$ cat src/rtl/imm_packer.sv
// Scatters a two's-complement immediate into RISC-V I/S/B/U/J fields of an instruction template and queues it in a small FIFO.
// Optional macro IMM_RANGE_CHECK_EN enables range checking, out_err and err_count; otherwise both are tied 0.
module imm_packer #(
  parameter int unsigned DEPTH = 2,
  parameter int unsigned CNT_W = 16
) (
  input  logic             clk,
  input  logic             rst_n,
  input  logic             in_valid,
  output logic             in_ready,
  input  logic [31:0]      in_inst,
  input  logic [31:0]      in_imm,
  input  logic [2:0]       in_imm_type,
  output logic             out_valid,
  input  logic             out_ready,
  output logic [31:0]      out_inst,
  output logic             out_err,
  output logic [CNT_W-1:0] err_count
);

  localparam int unsigned AW = (DEPTH > 1) ? $clog2(DEPTH) : 1;

  // Type codes match the ImmExtend decoder's Parameters.v.
  typedef enum logic [2:0] {
    NOTYPE = 3'd0,
    RTYPE  = 3'd1,
    ITYPE  = 3'd2,
    STYPE  = 3'd3,
    BTYPE  = 3'd4,
    UTYPE  = 3'd5,
    JTYPE  = 3'd6
  } imm_type_e;

  imm_type_e   imm_type;
  logic [31:0] enc_inst;

  assign imm_type = imm_type_e'(in_imm_type);

  always_comb begin
    enc_inst = in_inst;
    unique case (imm_type)
      ITYPE: enc_inst[31:20] = in_imm[11:0];
      STYPE: begin
        enc_inst[31:25] = in_imm[11:5];
        enc_inst[11:7]  = in_imm[4:0];
      end
      BTYPE: begin
        enc_inst[31]    = in_imm[12];
        enc_inst[30:25] = in_imm[10:5];
        enc_inst[11:8]  = in_imm[4:1];
        enc_inst[7]     = in_imm[11];
      end
      UTYPE: enc_inst[31:12] = in_imm[31:12];
      JTYPE: begin
        enc_inst[31]    = in_imm[20];
        enc_inst[30:21] = in_imm[10:1];
        enc_inst[20]    = in_imm[11];
        enc_inst[19:12] = in_imm[19:12];
      end
      default: enc_inst = in_inst;
    endcase
  end

  logic [31:0]   data_q [DEPTH];
  logic [AW-1:0] wptr_q, rptr_q;
  logic [AW:0]   count_q;
  logic          full, empty, push, pop;

  assign full      = (count_q == (AW+1)'(DEPTH));
  assign empty     = (count_q == '0);
  assign in_ready  = !full;
  assign out_valid = !empty;
  assign push      = in_valid && !full;
  assign pop       = !empty && out_ready;
  assign out_inst  = empty ? '0 : data_q[rptr_q];

  always_ff @(posedge clk) begin
    if (push) data_q[wptr_q] <= enc_inst;
  end

  // DEPTH is a power of two, so pointers wrap naturally at AW bits.
  always_ff @(posedge clk or negedge rst_n) begin
    if (!rst_n) begin
      wptr_q  <= '0;
      rptr_q  <= '0;
      count_q <= '0;
    end else begin
      if (push) wptr_q <= wptr_q + 1'b1;
      if (pop)  rptr_q <= rptr_q + 1'b1;
      unique case ({push, pop})
        2'b10:   count_q <= count_q + 1'b1;
        2'b01:   count_q <= count_q - 1'b1;
        default: count_q <= count_q;
      endcase
    end
  end

`ifdef IMM_RANGE_CHECK_EN
  logic             enc_err;
  logic             err_q [DEPTH];
  logic [CNT_W-1:0] cnt_q;

  always_comb begin
    enc_err = 1'b0;
    unique case (imm_type)
      ITYPE, STYPE: enc_err = (in_imm[31:11] != {21{in_imm[11]}});
      BTYPE:        enc_err = (in_imm[31:12] != {20{in_imm[12]}}) || in_imm[0];
      UTYPE:        enc_err = |in_imm[11:0];
      JTYPE:        enc_err = (in_imm[31:20] != {12{in_imm[20]}}) || in_imm[0];
      default:      enc_err = 1'b0;
    endcase
  end

  always_ff @(posedge clk) begin
    if (push) err_q[wptr_q] <= enc_err;
  end

  always_ff @(posedge clk or negedge rst_n) begin
    if (!rst_n)                           cnt_q <= '0;
    else if (push && enc_err && !(&cnt_q)) cnt_q <= cnt_q + 1'b1;
  end

  assign out_err   = empty ? 1'b0 : err_q[rptr_q];
  assign err_count = cnt_q;
`else
  assign out_err   = 1'b0;
  assign err_count = '0;
`endif

endmodule

$ cat config.mk
export PLATFORM = sky130hd
export DESIGN_NAME = imm_packer
export DESIGN_NICKNAME = d
export VERILOG_FILES = /design/src/rtl/imm_packer.sv
export SDC_FILE = /design/constraint.sdc
export NUM_CORES = 1
export LEC_CHECK = 0
export ABC_CLOCK_PERIOD_IN_PS = 7120
export BUFFER_PORTS_ARGS = -buffer_cell sky130_fd_sc_hd__buf_2
export CAP_MARGIN = 0
export CORE_UTILIZATION = 50
export DETAILED_ROUTE_END_ITERATION = 8
export GPL_TIMING_DRIVEN = 0
export PLACE_DENSITY = 0.87
export SYNTH_ARGS = -nofsm -noshare
export SYNTH_HDL_FRONTEND = slang
export SYNTH_SLANG_ARGS = --single-unit
$ cat constraint.sdc
create_clock -name clk -period 7.12 [get_ports clk]
set_clock_uncertainty 0.15 [all_clocks]
set_input_delay 0.712 -clock clk [delete_from_list [all_inputs] [get_ports clk]]
set_output_delay 0.712 -clock clk [all_outputs]
set_load 0.01 [all_outputs]
After elaboration in Yosys (flattened, before gate mapping) --
Memories as Yosys holds them, arrays and structs flattened. Cells that the tools add are included.
Word-level totals: memories 1, output and inout port bits 51, bits in writable memories 64, logic and storage cells 32, bits in registers 4, input port bits 71, bits in latches 0, memory bits (read-only) 0
Memory list:
- data_q | depth 2, bits a word 32, read ports 1, clocked after memory_dff 0, write ports 1, line 64 | logic [31:0] data_q [DEPTH];
Cells by class: $mul 0, shift operators 0, divide/modulo/power cells 0, order comparisons 0, reductions and logical operators 8, multiplexer cells 8, bitwise operators 0, eq/ne operators 8, $add $sub $neg 4
Operator list (count):
- $mux 32 | 1
- $pmux 7 s4 | 1
- $pmux 5 s3 | 1
- $pmux 5 s2 | 1
- $eq 3x3->1 const B | 3
- $mux 8 | 1
- $eq 3x2->1 const B | 2
- $eq 2x2->1 const B | 2
- $pmux 2 s2 | 1
- $reduce_or 2->1 | 2
- $add 1x1->1 const B | 2
- $add 2x1->2 const B | 1
- $eq 2x1->1 const B | 1
- $logic_and 1x1->1 | 2
- $logic_not 1->1 | 2
- $logic_not 2->1 | 1
- $mux 1 | 2
- $reduce_bool 2->1 | 1
- $sub 2x1->2 const B | 1

Logic depth before layout (Yosys ltp) --
Gate-level depths: netlist (run 1).
depth after elaboration 5, gate-level depth with buffers 7

Least setup slack after synthesis (run 1) --
No wires, ideal clock.
path kind input-to-reg, start point in in_valid, end point mem data_q[0][0] (enable), path slack 4386 ps, arrival 2163 ps, cell stages on the path 2, path buffers 0, cell sequence nand2_1 nor2_1
On the way: cells in the longest elaborated chain, start to end 3
Ends and longest elaborated chain:
- from (decl) | line 9 | input logic in_valid,
- $logic_and 1x1->1 | line 73 | assign push = in_valid && !full;
- $mux 1 | line 78 | if (push) data_q[wptr_q] <= enc_inst;
- $mux 1 (implied by the code) | line 78
- to (decl) | line 64
No other way between the ends.

Final worst setup path (run 1) --
start point reg count_q[0], end point out out_inst[29]
On the way: cells in the longest elaborated chain, start to end 2
Ends and longest elaborated chain:
- from (decl) | line 66 | logic [AW:0] count_q;
- from (signal assigned) | line 91 | 2'b10: count_q <= count_q + 1'b1;
- from (signal assigned) | line 92 | 2'b01: count_q <= count_q - 1'b1;
- from (signal assigned) | line 93 | default: count_q <= count_q;
- $logic_not 2->1 | line 70 | assign empty = (count_q == '0);
- $mux 32 | line 75 | assign out_inst = empty ? '0 : data_q[rptr_q];
- to (decl) | line 16 | output logic [31:0] out_inst,
No other way between the ends.

==> results.md, run 1 <==
- CP Class: reg -> out
- Routed WL: between 7000 and 8000 um
- Syn-to-layout area delta: 26.6%
- Avg Cell Area, Syn: 12.4 um^2
- Worst reg2reg setup slack: between 5000 and 6000 ps
- Chip height: 85.8 um
- Worst Path Arrival: 1810 ps
- Critical path capture point type: output pin
- Cell Area, Synth: 0.00351 mm^2
- Critical-path maximum fanout: 10
- Port Buf Inserts: about 100
- Initial drt markers: 95
- Lkg Pwr: just under 2 nW
- Unrepaired setup endpoints after global routing: no
- Number of cell rows: 30
- Vias per cell: approximately 5
- Layout cells sized above 1: a little over two fifths
- Worst Setup SP: count_q[0]
- Placer Congestion: around 0.85
- Pwr/cell area: about 340 mW/mm^2
- Worst r2r path cells: 3
- Worst skew pair latency: about 330 ps
- Vias in the first global route: 2,387
- Die width: 85.8 um
- Met1 global-route usage: 23.9%
- Synth area leader: edfxtp_1
- Grt ovf: 0
- DP HPWL: approximately 5500 um
- CTS tree: built
- Max VDD drop: roughly 0.15 mV
- Int Pwr: 1.01 mW
- Outcome: finished clean
- Via Count: about 2,600
- GRT busiest layer: met2
- Post-synth EDFFs: 64
- # diodes: 0
- Clk network pwr share: a little under a quarter
- Final Slew Violations: 0
- Initial antenna violation count: 0
- Synth area leaders: edfxtp_1, mux2i_1, buf_4, nor2_1, mux2_2
- Most instantiated library cell after synthesis: edfxtp_1
- Post-CTS resize count: 0
- CTS hold repair buffers: 0
- Initial Util: about half
- Area share of the largest cell type after synthesis: 54.8%
- Seq cells post-synth: slightly below 70
- Inst Count DP: ~500
- # Max-Cap Violations: 0
- Core area: 0.00679 mm^2
- Final setup viols: 0
- Post-CTS Setup Bufs: 0
- Commonest cells in the netlist: edfxtp_1, nor2_1, mux2i_1
- Logic gate share of total power: 37.7%
- WP data required: approximately 6300 ps
- CTS buffer count: 9
- Netlist cell types: 34
- Register area share after synthesis: between 50 and 60%
- Final core occ: approximately 65%
- Fin cells: 514
- Clock Sinks: just under 70
- Switch share: ~33%
- Drc violations: 0
- CP endpoint: out_inst[29]
- Maximum clock frequency: 375 MHz
- Clock transition at the registers of the reported paths: roughly 70 ps
- Crit share post-route: between 30% and 40%
- Nets: between 400 and 500
- IO Pins: about 120
- DRT antenna net count: 0
- Routed len/inst: around 15 um
- First-pass GRT wire length: roughly 11,000 um
- Worst Hold Margin: between 15 and 20 ps
- Worst Setup Start Kind: flop
- R2r endpoint: data_q[0][24]
- Synth Flop Type: edfxtp_1
- Flop pwr share: approximately two fifths
- Drt first pass iters: 6
- Min Tclk post-route: roughly 2700 ps
- Die area: ~0.0074 mm^2
- Post-Syn Instances: 283
- Synthesis warning total: 0
- Met2 usage: a little over a third
- Share of synthesized flip-flops with an asynchronous set or reset: 5.88%
- CTS H-tree lvls: 3
- Clk buf depth: 2
- Grt met3 use: 3.66%
- Rel. slew slack: a little under two fifths
- Total Routing Usage GR: roughly a fifth
- Sw power: between 0.4 and 0.5 mW
- R2R Path Start: count_q[0]
- Worst slew pin tran: roughly 940 ps
- Largest net degree at the start of global routing: 33
- Fin Setup TNS: 0 ps
- Worst hold path class: in -> async
- Fin. Hold Viols: 0
- Root Buffer: clkbuf_8
[cell usage in the layout, fill, tap and decap left out, types with 4 or more instances in the layout]
cell / instances
clkbuf_8: 11
nand3b_1: 6
or2_2: 6
buf_2: 110
a21oi_1: 13
nand2_1: 7
buf_4: 24
o21ai_0: 10
edfxtp_1: 64
dfrtp_1: 4
nor3b_1: 5
a211oi_1: 7
nor2_1: 45
mux2i_1: 37
conb_1: 17
o221a_1: 5
mux2_2: 13
[critical path, cell delays in order, from the launching register on]
cell and delay (ps):
dfrtp_1 430, nor2_1 340, clkbuf_1 440, nor2_1 100
buf_2 160
[per-layer routing]
layer | vias to the layer above | share of wire (%)
met3 | 22 | 5.7
met4 | 0 | 2.9
met1 | 1219 | 39
met5 | - | 0
li1 | 1259 | -
met2 | 110 | 52
[logic make-up after synthesis]
family | synth area share (%)
DFF | 57.6
muxes | 14.7
other | 0.107
AOI/OAI and AO/OA | 7.09
adders and majority gates | 0.356
xor gates and xnor gates | 1.50
buffers and inverters | 7.20
and+or+nand+nor | 11.4
[worst min-delay path by stage]
stage | startpoint | end | cells past startpoint
floorplan | rst_n | count_q[0] | 0
global placement | wptr_q | wptr_q | 1
detailed placement | count_q[1] | count_q[1] | 1
CTS | rst_n | wptr_q | 1
global route | rst_n | wptr_q | 1
finish | rst_n | wptr_q | 1
[metrics by stage]
step | area, um^2 | power (mW) | setup WS (ps)
final | 4440 | 1.51 | 4450
after global routing | 4440 | 1.60 | 4300
after CTS | 4440 | 1.53 | 4400
after detailed placement | 4210 | 1.17 | 4760
after global placement | 4210 | 1.16 | 3570
after floorplan | 3570 | 0.966 | 4390
[sequential cells by signal, summed over array words and instances, names as in the netlist]
| name | cells |
|---|---|
| count_q | 2 |
| wptr_q | 1 |
| data_q | 64 |
| rptr_q | 1 |
[final cells by class]
class                           count  area, um^2
Multi-Input combinational cell    194        1300
Timing Repair Buffer              103         515
Fill cell                         530        2350
Tap cell                           96         120
Inverter                            2        7.51
Clock inverter                      4        72.6
Buffer                             35         245
Clock buffer                       12         155
Sequential cell                    68        2020
[power groups by stage]
| stage | Clock, mW | Combinational (mW) | Sequential, mW |
|---|---|---|---|
| after floorplan | 0 | 0.379 | 0.587 |
| after global placement | 0 | 0.565 | 0.592 |
| after detailed placement | 0 | 0.579 | 0.595 |
| after CTS | 0.358 | 0.580 | 0.586 |
| after global routing | 0.380 | 0.625 | 0.593 |
| final | 0.355 | 0.570 | 0.586 |
Note: power is estimated with default switching activity, not from simulation.
==> run 2, diff against run 1 <==
Settings changed: ABC_CLOCK_PERIOD_IN_PS 7120 to 2800.
Clock period 7.12 ns to 2.8 ns, I/O delays scaled along.
==> results.md, run 2 (synthesized netlist as in run 1, its figures left out) <==
- Top reg by flops: data_q
- Via Count: 2,650 (+1.5%)
- Syn-to-layout area delta: 28.8%
- Number of cell rows: 30 (unchanged)
- Nets: 493 (+1.6%)
- Routed len/inst: 14.6 um (about the same)
- Lkg Pwr: 1.98 nW (+1.7%)
- Routed WL: 7640 um (+1.6%)
- Rel. slew slack: 36.1% (-1.2 points)
- CTS buffer count: 9 (unchanged)
- Initial drt markers: 96 (+1.1%)
- Worst Path Arrival: 1810 ps (about the same)
- CP Cell Sequence: nor2_1 > clkbuf_1 > nor2_1 > buf_2
- Fin cells: 522 (+1.6%)
- Initial antenna violation count: 0 (unchanged)
- Placer Congestion: 0.850 (unchanged)
- Commonest non-fill, non-tap cell in the layout: buf_2
- DP Worst Slack: 768 ps (-4000 ps)
- Drt first pass iters: 4 (-2)
- Unrepaired setup endpoints after global routing: no
- PnR worst setup slack: 556 ps (-3900 ps)
- # Max-Cap Violations: 0 (unchanged)
- Inst Count DP: 498 (unchanged)
- R2R Path Start: count_q[0]
- Pwr/cell area: 853 mW/mm^2 (+150%)
- Clock Sinks: 68 (unchanged)
- Total Routing Usage GR: 20.7% (+0.19 points)
- Clock transition at the registers of the reported paths: 70 ps (about the same)
- Final Slew Violations: 0 (unchanged)
- DP HPWL: 5520 um (unchanged)
- Post-DP Area: 0.00421 mm^2 (unchanged)
- Port Buf Inserts: 103 (unchanged)
- WP data required: 2370 ps (-3890 ps)
- Largest register FFs: 64 (unchanged)
- CTS H-tree lvls: 3 (unchanged)
- Crit share post-route: approximately four fifths
- CTS tree: built
- Chip height: 85.8 um (unchanged)
- Initial Util: 51.7% (unchanged)
- Outcome: finished clean
- Post-CTS Setup Bufs: 0 (unchanged)
- Maximum clock frequency: 446 MHz
- Vias in the first global route: 2,452 (+2.7%)
- Crit-path max cell delay: 450 ps (about the same)
- Root Buffer: clkbuf_8
- IO Pins: 122 (unchanged)
- Hold Startpoint: out_ready
- # diodes: 0 (unchanged)
- Critical-path maximum fanout: 10 (unchanged)
- Clk buf depth: 2 (unchanged)
- Final Cell Area: 0.00452 mm^2 (+1.8%)
- CP Class: reg -> out
- Worst hold path class: in -> reg
- Die area: 0.00736 mm^2 (unchanged)
- Max VDD drop: 0.377 mV (+160%)
- Min Tclk post-route: roughly 2200 ps
- Vias per cell: 5.08 (about the same)
- Drc violations: 0 (unchanged)
- Core area: 0.00679 mm^2 (unchanged)
- Critical-path top delay cell: clkbuf_1
- Worst Setup Start Kind: flop
- Crit-path most repeated cell: nor2_1
- Worst skew pair latency: 330 ps (about the same)
- Layout fillers: 518 (-2.3%)
- Largest net degree at the start of global routing: 33 (unchanged)
- Worst Setup SP: count_q[0]
- DRT antenna net count: 0 (unchanged)
- Top delay family on crit path: buffers and inverters
- Final core occ: 66.6% (+1.2 points)
- First-pass GRT wire length: 11,300 um (+1.2%)
- Grt ovf: 0 (unchanged)
- Critical path capture point type: output pin
- Fin. Hold Viols: 0 (unchanged)
- Commonest cells after routing, fill and taps aside: buf_2, edfxtp_1, nor2_1
- CP bufs+invs: 2 (unchanged)
- Final setup viols: 0 (unchanged)
- Worst slew pin tran: 956 ps (+17.7 ps)
- Die width: 85.8 um (unchanged)
- Biggest regs: data_q x64, count_q x2
- Layout cells sized above 1: 41.1% (-0.79 points)
[run 2: cell count changes in the layout (fill, tap and decap cells not counted)]
cell | previous run | this run
dlygate4sd3_1 | 0 | 8
[run 2: worst paths after layout]
check | cells after the start | endpoint | slack (ps)
max | 4 | out_inst[22] | 560
max reg2reg | 3 | data_q[0][24] | 780
min | 3 | rptr_q | 110
max in group asynchronous | 2 | count_q[1] | 2260
min reg2reg | 1 | count_q[1] | 360
min in group asynchronous | 2 | wptr_q | 120
[run 2: stage by stage]
step / hold slack (ps) / power, mW / TNS, ps
6_report: 112 / 3.86 / 0
5_1_grt: 110 / 4.07 / 0
4_1_cts: 109 / 3.89 / 0
3_5_place_dp: -62.1 / 2.99 / 0
3_3_place_gp: -65.5 / 2.94 / -16200
2_1_floorplan: -166 / 2.46 / 0
[run 2: cell type report]
type	instances	area, um^2	share of cell area (%)
inverter	2	7.51	0.166
clock inverter	4	72.6	1.60
buffer	35	245	5.42
tap	96	120	2.66
clock buffer	12	155	3.43
sequential	68	2020	44.7
multi-input combinational	194	1300	28.8
timing repair buffer	111	596	13.2
[run 2: worst min-delay path, delay by kind of cell]
| family | cells | cell delay, ps |
|---|---|---|
| xor+xnor | 1 | 70 |
| buf+inv | 1 | 70 |
| simple gates | 1 | 140 |
[run 2: what timing repair did]
item                                   CTS  global route
hold buffers                             8             0
setup endpoints to repair                0             0
endpoints found under the hold margin   18             0
resized for setup                        0             0
[run 2: where the power goes]
group / internal [mW] / switching [mW] / total, mW
registers: 1.42 / 0.0740 / 1.49
logic: 0.617 / 0.846 / 1.46
clock network: 0.549 / 0.354 / 0.903
total: 2.58 / 1.27 / 3.86
[run 2: routing by layer]
metal / share of wire, % / up-vias / track usage [%]
met5: 0 / - / 0
met2: 52 / 111 / 36.9
li1: - / 1275 / -
met4: 2.9 / 0 / 10.8
met1: 40 / 1245 / 23.8
met3: 5.3 / 19 / 3.66
